===== src/rtl/x_delay_ring.sv =====
// x_delay_ring: programmable multi-bit delay line on a circular buffer.
// Delays a MXWID-bit word by 0..(1<<MXDLY)-1 clocks. The delay is chosen at run time.
// Samples not yet written since reset or clear are flagged invalid and masked to 0.
// Optional feature macro: X_DELAY_RING_OREG_EN registers q/qvld, which adds one clock of latency.
module x_delay_ring #(
  parameter int unsigned MXDLY = 6,
  parameter int unsigned MXWID = 8
) (
  input  logic             clock,
  input  logic             reset_n,
  input  logic             clear,
  input  logic [MXWID-1:0] d,
  input  logic [MXDLY-1:0] delay,
  output logic [MXWID-1:0] q,
  output logic             qvld
);

  localparam int unsigned MXSR = 1 << MXDLY;
  localparam logic [MXDLY-1:0] FILL_MAX = MXDLY'(MXSR - 1);
  localparam logic [MXDLY-1:0] PTR_ONE  = MXDLY'(1);

  logic [MXDLY-1:0] wptr_q, wptr_d;
  logic [MXDLY-1:0] fill_q, fill_d;
  logic [MXDLY-1:0] raddr;
  logic [MXWID-1:0] ram_q [MXSR];
  logic [MXWID-1:0] sel_word;
  logic             vld_c;
  logic [MXWID-1:0] q_c;

  // Ring storage: not reset, and never visible while the output is invalid
  always_ff @(posedge clock) begin
    if (reset_n) begin
      ram_q[wptr_q] <= d;
    end
  end

  // Write pointer and fill-history registers
  always_ff @(posedge clock or negedge reset_n) begin
    if (!reset_n) begin
      wptr_q <= '0;
      fill_q <= '0;
    end else begin
      wptr_q <= wptr_d;
      fill_q <= fill_d;
    end
  end

  // Next-state: pointer wraps naturally, fill saturates and restarts on clear
  always_comb begin
    wptr_d = wptr_q + PTR_ONE;
    fill_d = fill_q;
    if (clear) begin
      fill_d = '0;
    end else if (fill_q != FILL_MAX) begin
      fill_d = fill_q + PTR_ONE;
    end
  end

  // Read select: delay 0 bypasses the ring. Validity is gated by reset so outputs drop asynchronously.
  always_comb begin
    raddr    = wptr_q - delay;
    sel_word = (delay == '0) ? d : ram_q[raddr];
    vld_c    = reset_n && !clear && ((delay == '0) || (fill_q >= delay));
    q_c      = vld_c ? sel_word : '0;
  end

`ifdef X_DELAY_RING_OREG_EN
  logic [MXWID-1:0] q_q;
  logic             qvld_q;

  // Output register stage, which adds one clock to every path
  always_ff @(posedge clock or negedge reset_n) begin
    if (!reset_n) begin
      q_q    <= '0;
      qvld_q <= 1'b0;
    end else begin
      q_q    <= q_c;
      qvld_q <= vld_c;
    end
  end

  assign q    = q_q;
  assign qvld = qvld_q;
`else
  assign q    = q_c;
  assign qvld = vld_c;
`endif

endmodule

===== config.mk =====
export PLATFORM = sky130hd
export DESIGN_NAME = x_delay_ring
export DESIGN_NICKNAME = d
export VERILOG_FILES = /design/src/rtl/x_delay_ring.sv
export SDC_FILE = /design/constraint.sdc
export NUM_CORES = 1
export LEC_CHECK = 0
export ABC_AREA = 1
export BUFFER_PORTS_ARGS = -buffer_cell sky130_fd_sc_hd__clkbuf_2
export CORE_MARGIN = 5
export CORE_UTILIZATION = 39
export DETAILED_ROUTE_END_ITERATION = 10
export GPL_ROUTABILITY_DRIVEN = 0
export PLACE_DENSITY = 0.51
export SYNTH_ARGS = -nofsm -noshare
export SYNTH_HDL_FRONTEND = slang
export SYNTH_SLANG_ARGS = --single-unit

===== constraint.sdc =====
create_clock -name clock -period 3.35 [get_ports clock]
set_input_delay 0.5025 -clock clock [delete_from_list [all_inputs] [get_ports clock]]
set_output_delay 0.5025 -clock clock [all_outputs]
set_load 0.05 [all_outputs]

==> out/qor.csv <==
stage,metric,value,unit
outcome,status,"finished, violations left",
outcome,failing checks,setup timing,
worst_setup_path,r2r setup slk,910,ps
finish,footprint of the multi-input gates,0.00633,sq mm
worst_setup_path,worst r2r src,wptr_q[0]$_DFF_PN0_,
job,Max-cap violations,0,
routing,ANT nets after route,0,
routing,initial drt markers,1450,
finish,# nets final,2223,
finish,"most common cell after layout, fill and taps aside",nand2_1,
finish,Reg area,0.0157,sq mm
die,row count,87,
routing,DR WL/cell,21.7,microns
routing,Routed Wire Length,64600,microns
finish,Syn-to-layout area delta,22.2,%
synthesis,"Cell Area, Synth",0.0223,sq mm
sta,"Hold Violations, Final",0,
die,Ports,26,
hold_path,Hold Path Sink,fill_q[3]$_DFFE_PN0P_,
cts,Num CTS Buffers,56,
place,IO buf count,25,
grt,Overall Global Routing Usage,20.3,%
grt,initial antenna violation count,2,
worst_setup_path,worst path bufs/invs,7,
routing,Initial DRT Pass Iterations,5,
sta,highest clock rate,248,MHz
grt,gr ovfl total,0,
worst_setup_path,"Req. time, crit path",2850,ps
cts,CTS tree,yes,
sta,Tcrit/Tclk final,120,%
sta,Final WS setup,-678,ps
sta,Setup Viol. Count Final,8,
routing,vias per inst,5.17,
cts,CTS Root Cell,clkbuf_16,
pwr,Pwr Total,14.3,mW
routing,via count,15417,
place,post-DP HPWL,39200,microns
cts,H-Tree Depth,2,
synthesis,"flops & latches, synth",524,
die,Core Region,0.0565,sq mm
grt,pin count of the biggest net entering global routing,77,
worst_setup_path,WP data arrival,3530,ps
cts,clock tree buffer depth,3,
routing,Post-route DRC,0,
pwr,pwr dens,523,mW/mm^2
die,Die W,249,microns
place,placed cell count,2866,
cts,Worst-Skew Late Latency,610,ps
die,Die Y,249,microns
finish,diode count,0,
finish,fill count,5030,
grt,first-pass GRT wire length,96900,microns
worst_setup_path,worst path cell trace,inv_2 > ha_4 > fa_4 > buf_12 > buf_12 > buf_12 > clkbuf_16 > nand3_1 > nand3_1 > nand2_2 > nand2_2 > nand3_2 > nand3_2 > nand3_2 > nand2_2 > inv_2 > buf_12,
synthesis,syn_area_per_cell,10.9,sq um
finish,Non-Filler Instances,2983,
synthesis,post-synth cell types,28,
worst_setup_path,CP max FO,6,
worst_setup_path,"Worst Path Class, Setup",register to primary output,
worst_setup_path,family with the most delay on the worst path,adder cells,
cts,clock-pin slew of the registers on the worst-case setup and hold paths,60,ps
synthesis,"Net Count, Synth",2074,
finish,share of post-route cells with drive strength above 1,19.2,%
synthesis,"Seq/Total Area, Yosys",70.3,%
worst_setup_path,CP endpoint kind,primary output,
worst_setup_path,Slowest Stage Delay on Critical Path,890,ps
synthesis,cell count after synthesis,2043,
hold_path,Hold Crit Start,clear,
sta,minimum clock period,4030,ps
worst_setup_path,worst reg2reg endpoint,ram_q[15][4]$_DFFE_PP_,
die,die area,0.0621,sq mm
sta,Relative slew margins,40.3,%
worst_setup_path,Reg2Reg Depth,7,
die,Starting Density,39.5,%
hold_path,worst min path class,primary input to register,
finish,"leading cell types in the layout, fill and taps excluded","703 x nand2_1, 512 x edfxtp_1, 323 x nand3_1, 125 x buf_4, 94 x inv_1",
cts,CTS Sinks,524,
synthesis,Yosys warnings,0,
hold_path,Hold Crit Depth,2,
finish,"Core Util, Final",48.2,%
grt,vias in the first global route,15005,
sta,Pins Over Slew Limit,0,
sta,unrepaired setup endpoints after global routing,yes,
worst_setup_path,most frequent CP cell,buf_12,
pwr,maximum vdd drop,0.337,mV
pwr,Lkg Pwr,10.7,nW
sta,clk_skew,14.4,ps
sta,measured slew at the worst slew-check pin,895,ps
worst_setup_path,slowest CP cell,fa_4,
worst_setup_path,Startpoint Class,register,
## state kept, by name, indices dropped and copies added, names as in the netlist
register  flops
fill_q        6
wptr_q        6
ram_q       512
## synthesized netlist by cell type, drive strengths merged
| cell | n | area share [%] |
|---|---|---|
| a211oi | 3 | 0.10 |
| a21oi | 5 | 0.11 |
| a31oi | 1 | 0.028 |
| buf | 91 | 2.3 |
| clkbuf | 16 | 0.27 |
| dfrtp | 12 | 1.3 |
| edfxtp | 512 | 69 |
| fa | 1 | 0.090 |
| ha | 13 | 0.73 |
| inv | 109 | 1.8 |
| nand2 | 750 | 13 |
| nand3 | 417 | 9.4 |
| nand3b | 1 | 0.034 |
| nand4 | 5 | 0.14 |
| nor2 | 88 | 1.5 |
| nor3 | 7 | 0.16 |
| o211ai | 1 | 0.034 |
| o21a | 1 | 0.034 |
| o21ai | 3 | 0.067 |
| or2 | 1 | 0.028 |
| xnor2 | 1 | 0.039 |
| xor2 | 5 | 0.28 |
## what timing repair did
item / CTS / global route
cloned: 9 / 4
buffers inserted: 12 / 1
endpoints found under the setup margin: 8 / 8
pin swaps: 45 / 40
hold buffers: 1 / 0
resized for setup: 112 / 70
endpoints found under the hold margin: 12 / 0
## logic make-up (layout without fill, tap and decap cells)
group	after synthesis	count (layout)	synth area share (%)
simple gates	1269	1269	23.8
xor+xnor	6	6	0.320
flops	524	524	70.3
fa+ha+maj	14	14	0.819
compound gates	14	14	0.376
buf+inv	216	400	4.37
## routing by layer
metal,vias up,track usage [%],share of wire [%]
met5,-,0,0
met1,7576,29.4,45
met4,0,5.42,2.7
li1,7271,-,-
met2,467,31.6,45
met3,103,4.17,7.1
## area by class of cell
type | count | share of cell area [%]
sequential | 524 | 57.5
multi-input combinational | 1303 | 23.2
timing repair buffer | 198 | 8.06
clock buffer | 73 | 5.45
tap | 756 | 3.47
inverter | 109 | 1.58
clock inverter | 20 | 0.716
## worst max path at each step
stage	start	to	slack (ps)	cells after the start
6_report	wptr_q[0]$_DFF_PN0_	q[3]	-680	17
5_1_grt	wptr_q[0]$_DFF_PN0_	q[5]	-800	17
4_1_cts	wptr_q[0]$_DFF_PN0_	q[2]	-670	19
3_5_place_dp	delay[0]	q[2]	-330	16
3_3_place_gp	delay[0]	q[3]	-330	17
2_1_floorplan	delay[0]	q[3]	360	14
## stage by stage
| step | cell area (sq um) | TNS (ps) | setup WS [ps] | hold WS, ps |
|---|---|---|---|---|
| final | 27300 | -5250 | -678 | 118 |
| after CTS | 26900 | -5250 | -672 | 80.8 |
| after global placement | 24400 | -2500 | -333 | 509 |
| after detailed placement | 24400 | -2390 | -329 | 513 |
| after global routing | 27300 | -6260 | -803 | 98.0 |
| after floorplan | 22300 | 0 | 361 | 207 |
## report_power, final
part | switching, mW | internal [mW] | leakage [nW]
clock network | 2.42 | 3.39 | 0.823
logic | 0.847 | 0.408 | 5.08
registers | 0.00332 | 7.20 | 4.76
(Power assumes the default switching activity.)
